[config.mk]
export PLATFORM = sky130hd
export DESIGN_NAME = cpu_fpu_int_to_float
export DESIGN_NICKNAME = d
export VERILOG_FILES = /design/src/rtl/cpu_fpu_int_to_float_pkg.sv /design/src/rtl/cpu_fpu_int_to_float_round_pack.sv /design/src/rtl/cpu_fpu_int_to_float.sv
export SDC_FILE = /design/constraint.sdc
export NUM_CORES = 1
export LEC_CHECK = 0
export BUFFER_PORTS_ARGS = -buffer_cell sky130_fd_sc_hd__buf_2
export CAP_MARGIN = 20
export CORE_ASPECT_RATIO = 1.2
export CORE_UTILIZATION = 55
export DETAILED_ROUTE_END_ITERATION = 10
export HOLD_SLACK_MARGIN = 0.15
export PLACE_DENSITY = 0.76
export SLEW_MARGIN = 40
export SYNTH_ARGS = -nofsm -noshare
export SYNTH_HDL_FRONTEND = slang
export SYNTH_HIERARCHICAL = 1
export SYNTH_SLANG_ARGS = --single-unit
[constraint.sdc]
create_clock -name i_clock -period 2.9 [get_ports i_clock]
set_clock_uncertainty 0.1 [all_clocks]
set_input_delay 0.29 -clock i_clock [delete_from_list [all_inputs] [get_ports i_clock]]
set_output_delay 0.29 -clock i_clock [all_outputs]
set_load 0.03 [all_outputs]
[src/rtl/cpu_fpu_int_to_float_pkg.sv]
// Shared FPU definitions: binary32 field layout, exponent bias and the
// state encoding used by the iterative conversion units.
package cpu_fpu_int_to_float_pkg;

   localparam int FP32_BIAS     = 127;
   localparam int FP32_SIGN_BIT = 31;
   localparam int FP32_EXP_MSB  = 30;
   localparam int FP32_EXP_LSB  = 23;
   localparam int FP32_MANT_MSB = 22;
   localparam int FP32_MANT_LSB = 0;

   typedef enum logic [2:0] {
      CVT_IDLE  = 3'd0,
      CVT_CHECK = 3'd1,
      CVT_NORM  = 3'd2,
      CVT_ROUND = 3'd3,
      CVT_DONE  = 3'd4
   } fpu_cvt_state_t;

endpackage

[src/rtl/cpu_fpu_int_to_float_round_pack.sv]
// Round-to-nearest-even and binary32 field packing for a normalised
// magnitude whose leading one sits just above frac[30]. The leading one
// itself is implicit, so only the bits below it are taken.
module fpu_round_pack
   import cpu_fpu_int_to_float_pkg::*;
(
   input  logic        sign,
   input  logic [5:0]  exp,
   input  logic [30:0] frac,
   output logic [31:0] result
);

   logic [22:0] mant;
   logic [7:0]  exp_biased;
   logic        guard;
   logic        sticky;
   logic        round_up;

   // Round the 23 kept bits on guard/sticky, carrying into the exponent
   // when the mantissa wraps, then pack the three fields.
   always_comb begin
      mant       = frac[30:8];
      guard      = frac[7];
      sticky     = |frac[6:0];
      round_up   = guard & (sticky | mant[0]);
      exp_biased = {2'b00, exp} + 8'(FP32_BIAS);
      if (round_up && (&mant)) begin
         mant       = '0;
         exp_biased = exp_biased + 8'd1;
      end else if (round_up) begin
         mant = mant + 23'd1;
      end
      result                              = '0;
      result[FP32_SIGN_BIT]               = sign;
      result[FP32_EXP_MSB:FP32_EXP_LSB]   = exp_biased;
      result[FP32_MANT_MSB:FP32_MANT_LSB] = mant;
   end

endmodule

[src/rtl/cpu_fpu_int_to_float.sv]
// Multi-cycle integer to binary32 converter (FCVT.S.W / FCVT.S.WU).
// The magnitude is normalised one bit per cycle, so latency depends on
// the number of leading zeros rather than needing a priority encoder.
module cpu_fpu_int_to_float
   import cpu_fpu_int_to_float_pkg::*;
(
   input  logic        i_clock,
   input  logic        i_reset,
   input  logic        i_request,
   input  logic [31:0] i_op1,
   input  logic        i_signed,
   output logic        o_ready,
   output logic [31:0] o_result
);

   fpu_cvt_state_t state;
   fpu_cvt_state_t state_next;

   logic        sign;
   logic [31:0] mag;
   logic [5:0]  exp;
   logic [31:0] z;
   logic [31:0] packed_result;
   logic        op_negative;

   assign op_negative = i_signed & i_op1[31];

   fpu_round_pack u_round_pack (
      .sign   (sign),
      .exp    (exp),
      .frac   (mag[30:0]),
      .result (packed_result)
   );

   // State register; reset abandons any conversion in flight.
   always_ff @(posedge i_clock) begin
      if (i_reset) begin
         state <= CVT_IDLE;
      end else begin
         state <= state_next;
      end
   end

   // Next-state sequencing through check, normalise, round and handshake.
   always_comb begin
      state_next = state;
      case (state)
         CVT_IDLE:  if (i_request) state_next = CVT_CHECK;
         CVT_CHECK: state_next = (mag == 32'd0) ? CVT_DONE : CVT_NORM;
         CVT_NORM:  if (mag[31]) state_next = CVT_ROUND;
         CVT_ROUND: state_next = CVT_DONE;
         CVT_DONE:  if (!i_request) state_next = CVT_IDLE;
         default:   state_next = CVT_IDLE;
      endcase
   end

   // Datapath and registered outputs; the operand is captured only in IDLE.
   always_ff @(posedge i_clock) begin
      if (i_reset) begin
         o_ready  <= 1'b0;
         o_result <= 32'd0;
         sign     <= 1'b0;
         mag      <= 32'd0;
         exp      <= 6'd0;
         z        <= 32'd0;
      end else begin
         case (state)
            CVT_IDLE: begin
               o_ready <= 1'b0;
               if (i_request) begin
                  sign <= op_negative;
                  mag  <= op_negative ? (~i_op1 + 32'd1) : i_op1;
               end
            end
            CVT_CHECK: begin
               if (mag == 32'd0) begin
                  z <= 32'd0;
               end else begin
                  exp <= 6'd31;
               end
            end
            CVT_NORM: begin
               if (!mag[31]) begin
                  mag <= mag << 1;
                  exp <= exp - 6'd1;
               end
            end
            CVT_ROUND: begin
               z <= packed_result;
            end
            CVT_DONE: begin
               o_result <= z;
               o_ready  <= i_request;
            end
            default: begin
               o_ready <= 1'b0;
            end
         endcase
      end
   end

endmodule

==> run_results.csv, run 1 <==
group,metric,value,unit
run_status,status,"finished clean",
worst_setup_path,start_kind,"register",
global_routing,antenna_found_initial,0,
final_layout,layout-drive-gt1-share,16.2,%
floorplanning,rows,40,
clock_tree,insertion_delay,0.35,ns
floorplanning,ios,69,
worst_setup_path,rr_startpoint,"mag[8]",
timing,slew_viol_final,0,
worst_setup_path,max_stage_delay,0.51,ns
timing,hold_viol,0,
worst_setup_path,worst_ep_required_time,3.04,ns
drt,drt-pass1-iter-count,5,
final_layout,fin_area,0.00656,mm2
placement,dp_cells,882,
synth,syn_area,0.00585,mm2
timing,min_period,2.43,ns
clock_tree,cts_made_buffers,9,
timing,tightest_slew,0.813,ns
worst_setup_path,crit_cells,7,
floorplanning,chipHeight,115,um
clock_tree,cts_buffer_depth,2,
synth,synth_ff_type,"dfxtp_1",
floorplanning,initial_core_util,57.6,%
worst_setup_path,r2r_cells,7,
timing,rsz0062_at_grt,"no",
worst_setup_path,endpoint_kind,"register",
global_routing,grt_remaining_overflow,0,
synth,syn_avg_cell_area,8.09,um2
drt,dr.first_iter.drc_count,261,
power,peakVddDrop,255,uV
timing,fin_setup_tns,0,ns
clock_tree,cts_tree,"done",
worst_setup_path,r2r-end,"z[27]",
job,cap_violations,0,
placement,dpl_cell_area,0.00625,mm2
timing,relSlewSlack,45.8,%
worst_setup_path,crit_fanout,8,
worst_setup_path,cp_num_buf_inv,0,
global_routing,track_usage,26.9,%
worst_setup_path,worstSetupPathType,"reg -> reg",
synth,syn_inst,723,
timing,fin_crit_sh,83.9,%
min_path,hp-class,"in -> reg",
clock_tree,cts.clk_slew.worst_paths,0.07,ns
synth,synth_nets,763,
floorplanning,die-area,0.0111,mm2
final_layout,fin_nets,808,
placement,place.gp.congestion,0.869,
min_path,min-delay-start,"i_request",
clock_tree,htree_levels,3,
synth,synth_cell_types,71,
worst_setup_path,arrival,2.57,ns
placement,dp_hpwl,10.5,mm
timing,setup_viol,0,
final_layout,most-common-layout-cells,"107 x dfxtp_1, 102 x nand2_1, 82 x a21oi_1, 68 x buf_2, 43 x nor2_1",
final_layout,final_common_cell,"dfxtp_1",
drt,post_drt_wl_per_cell,16.0,um
clock_tree,clock-sinks,107,
final_layout,n_antenna_cell,0,
worst_setup_path,reg2reg_slack,0.47,ns
drt,drc,0,
global_routing,grt_pass1_vias,4875,
synth,yosysSeqAreaShare,36.6,%
synth,synth_edf_count,0,
worst_setup_path,path_delay_family,"simple AND/OR/NAND/NOR gates",
drt,ant_nets,0,
final_layout,fillerInstances,909,
min_path,holdPathStages,3,
drt,vias,5489,
floorplanning,fp.dieW,96.1,um
clock_tree,cts-root-buf,"clkbuf_16",
min_path,holdPathEnd,"o_ready",
final_layout,final_cells,899,
final_layout,areaGrowthSynthToFinish,12.1,%
global_routing,grt_start_max_net_pins,40,
placement,io_buffers,68,
synth,yosysWarnings,6,
worst_setup_path,cp_slowest_cell,"dfxtp_1",
floorplanning,core-area,0.0102,mm2
synth,synth_seq_cells,107,
drt,via_per_inst,6.11,
power,p_leak,2.49,nW
clock_tree,ctsResizeCount,0,
power,power.density,544,mW/mm2
drt,wl,14.4,mm
synth,async_flop_share,0,%
timing,fmax,0.411,GHz
global_routing,grt_pass1_wl,23.6,mm
worst_setup_path,path_cells,"ha_1, nand3_1, nor3_1, nand4_2, a211o_1, xnor2_1, a22o_1",
what timing repair did:
action / CTS / global route
endpoints found under the hold margin: 1 / 0
setup buffers: 0 / 0
hold buffers: 1 / 0
routing by layer:
layer | vias to the layer above | GRT usage, % | wire length (um)
li1 | 2749 | - | -
met1 | 2542 | 36.0 | 6680
met2 | 174 | 44.8 | 6760
met3 | 24 | 3.31 | 655
met4 | 0 | 8.56 | 274
met5 | - | 0 | 0
how the worst max path moves through the flow:
stage	to	slack, ns	start
after global routing	z[29]	0.35	mag[8]
after detailed placement	mag[30]	0.48	i_op1[1]
after floorplan	mag[30]	0.78	i_op1[1]
final	z[27]	0.47	mag[8]
after CTS	z[27]	0.52	mag[8]
after global placement	mag[30]	0.54	i_op1[0]
registers in the layout (all words and copies together) (netlist names):
name	flops
state	3
sign	1
o_result	32
mag	32
o_ready	1
z	32
exp	6
kinds of logic after synthesis:
family / share of synthesized area, %
adder cells (fa/ha/maj): 0.856
flip-flops: 36.6
multiplexers: 0.941
AO/OA/AOI/OAI: 23.9
XOR/XNOR: 6.89
AND/OR/NAND/NOR: 26.8
buffers and inverters: 3.98
cell usage after synthesis (6+ instances only):
master / instances / area share, %
a31oi_1: 9 / 0.96
or3_1: 8 / 0.86
nand3_1: 21 / 1.8
nor2_1: 44 / 2.8
nor4_1: 15 / 1.6
o21ai_0: 25 / 2.1
clkbuf_1: 36 / 2.3
buf_2: 6 / 0.51
a21oi_1: 83 / 7.1
xor2_1: 19 / 2.8
nand4_1: 19 / 2.0
o21ai_1: 17 / 1.5
a22o_1: 32 / 4.8
xnor2_1: 27 / 4.0
o22ai_1: 9 / 0.96
inv_1: 8 / 0.51
dfxtp_1: 107 / 37
and3_1: 13 / 1.4
nand2b_1: 9 / 0.96
nor3_1: 10 / 0.86
nand2_1: 102 / 6.5
per-stage QoR:
step | total power (W) | util, % | setup WS (ns) | hold WS, ns
after detailed placement | 0.00242 | 61.5 | 0.480 | 0.343
after CTS | 0.00356 | 64.5 | 0.519 | 0.158
after global routing | 0.00373 | 64.5 | 0.346 | 0.187
after floorplan | 0.00221 | - | 0.779 | 0.332
after global placement | 0.00239 | 61.5 | 0.537 | 0.341
final | 0.00357 | 64.5 | 0.466 | 0.170
area by class of cell:
cell class / count / area [um2] / area share, %
clock buffer: 10 / 239 / 3.65
clock inverter: 6 / 48.8 / 0.744
inverter: 9 / 33.8 / 0.515
multi-input combinational: 559 / 3490 / 53.2
sequential: 107 / 2140 / 32.7
tap: 126 / 158 / 2.41
timing repair buffer: 82 / 448 / 6.83
worst register-to-register path: stages (launching register included):
cell     delay (ns)
dfxtp_1        0.51
ha_1           0.29
nand3_1        0.14
nor3_1         0.34
nand4_2        0.26
a211o_1        0.36
xnor2_1        0.12
a22o_1         0.20
power breakdown:
group,switching (W),internal (W),total (W),leakage [nW]
logic,0.000381,0.000296,0.000677,1.48
registers,0.000171,0.00155,0.00172,0.870
clock network,0.000552,0.000615,0.00117,0.143
Note: power is estimated with default switching activity, not from simulation.
==> run 2: changes to the inputs <==
- CORE_UTILIZATION: 55 -> 53
- clock period: 2.9 -> 2.13 ns (I/O delays scaled with it)
==> run 2 against run 1 <==
The flow now finishes with violations (design-rule violations). Power up 43%. Register-to-register slack got worse by 0.42 ns. Non-clock buffer count rose by 72. Routed wire length increased by 6.9%. Combinational power increased by 74%. Critical path type unchanged. Critical endpoint is now z[28].
==> run_results.csv, run 2 (synthesis results as in run 1) <==
group,metric,value,unit
worst_setup_path,endpoint_kind,"register",
clock_tree,cts_setup_buffers,0,
timing,whs,0.160,ns
timing,fin_crit_sh,97.7,%
worst_setup_path,crit_fanout,7,
clock_tree,insertion_delay,0.34,ns
placement,place.gp.congestion,0.884,
floorplanning,chipHeight,117,um
timing,setup_viol,0,
final_layout,final_util,68.6,%
drt,vias,5910,
floorplanning,rows,41,
power,peakVddDrop,336,uV
floorplanning,die-area,0.0115,mm2
global_routing,grt_remaining_overflow,0,
placement,io_buffers,68,
run_status,status,"complete, but fails checks",
clock_tree,cts_buffer_depth,2,
global_routing,grt_pass1_wl,25.8,mm
run_status,violations,"design-rule violations",
final_layout,areaGrowthSynthToFinish,24.6,%
final_layout,n_antenna_cell,0,
worst_setup_path,cp_slowest_cell,"dfxtp_1",
power,p_leak,2.87,nW
timing,tightest_slew,0.618,ns
final_layout,final_common_cell,"nand2_1",
worst_setup_path,path_cells,"nand4_1, nor4_1, nand4_1, mux2i_1, xor2_1, a22o_1",
drt,drc,5,
power,power.density,701,mW/mm2
floorplanning,core-area,0.0106,mm2
clock_tree,cts_tree,"done",
worst_setup_path,max_stage_delay,0.50,ns
min_path,hp-class,"in -> reg",
timing,hold_viol,0,
clock_tree,clock-sinks,107,
timing,min_period,2.08,ns
worst_setup_path,worst_ep_required_time,2.27,ns
clock_tree,cts_made_buffers,9,
worst_setup_path,start_kind,"register",
worst_setup_path,cpMostUsedCell,"nand4_1",
clock_tree,htree_levels,3,
clock_tree,cts.clk_slew.worst_paths,0.07,ns
final_layout,most-common-layout-cells,"102 x nand2_1, 97 x dfxtp_1, 82 x a21oi_1, 69 x buf_4, 65 x buf_2",
drt,post_drt_wl_per_cell,15.8,um
floorplanning,fp.dieW,97.9,um
timing,relSlewSlack,58.8,%
global_routing,grt_start_max_net_pins,33,
global_routing,grt_pass1_vias,5429,
worst_setup_path,arrival,2.22,ns
drt,via_per_inst,6.07,
global_routing,track_usage,27.4,%
job,cap_violations,0,
global_routing,antenna_found_initial,0,
drt,wl,15.4,mm
placement,place_ws,-0.0746,ns
timing,rsz0062_at_grt,"yes",
placement,dp_hpwl,11.3,mm
drt,dr.first_iter.drc_count,340,
clock_tree,cts-root-buf,"clkbuf_16",
timing,slew_viol_final,0,
final_layout,layout-drive-gt1-share,23.4,%
floorplanning,initial_core_util,55.1,%
drt,ant_nets,0,
final_layout,fin_nets,880,
worst_setup_path,worstSetupPathType,"reg -> reg",
timing,final.setup.worst_slack,0.0483,ns
timing,fmax,0.480,GHz
drt,drt-pass1-iter-count,8,
floorplanning,ios,69,
final_layout,largest_registers,"mag: 32 flops, o_result: 32 flops, z: 32 flops",
==> run 2: changes by cell type in the layout (fill, tap and decap cells not counted), moves of 3 or more <==
cell,delta
clkinv_4,-3
dfxtp_1,-10
buf_2,-3
dfxtp_2,+10
buf_12,+4
dlygate4sd3_1,+14
buf_4,+56
==> run 2: cell type report <==
type	count	area, um2
Clock buffer	11	233
Clock inverter	5	60.1
Fill cell	895	3330
Inverter	9	33.8
Multi-Input combinational cell	559	3560
Sequential cell	107	2150
Tap cell	129	161
Timing Repair Buffer	154	1080
==> run 2: per-layer routing <==
layer	up-vias	wire, um	track usage, %	share of wire, %
met4	0	480	12.5	3.1
met2	193	7530	48.0	49
li1	2894	-	-	-
met5	-	0	0	0
met1	2788	6720	33.6	44
met3	35	646	3.74	4.2
==> run 2: through the flow <==
stage / power, W / cell area, um2 / std cells / setup TNS [ns]
detailed placement: 0.00344 / 6760 / 946 / -0.107
CTS: 0.00508 / 7210 / 977 / 0
global route: 0.00534 / 7290 / 974 / -0.0271
finish: 0.00511 / 7290 / 974 / 0
global placement: 0.00340 / 6760 / 946 / -0.0195
floorplan: 0.00301 / 5850 / 723 / 0
==> run 2: what timing repair did <==
item	in CTS	in global routing
setup endpoints to repair	0	19
hold buffers	15	0
endpoints found under the hold margin	17	0
resized for setup	0	24
==> run 2: critical path: cells and delay by family, from the launching register on <==
kind                      cells  cell delay, ns
AOI/OAI and AO/OA             1            0.19
muxes                         1            0.17
xor gates and xnor gates      1            0.14
DFF                           1            0.50
and+or+nand+nor               3            0.86
==> run 2: power by group <==
group          switching [W]  internal [W]
Sequential          0.000171       0.00212
Clock               0.000716      0.000919
Combinational       0.000641      0.000543
Total                0.00153       0.00358
==> run 2: worst paths after layout <==
path	startpoint	to	slack [ns]	depth (start not counted)
max	mag[20]	z[28]	0.05	6
min	i_op1[21]	mag[21]	0.16	3
max reg2reg	mag[20]	z[28]	0.05	6
min reg2reg	o_result[30]	o_result[30]	0.35	2
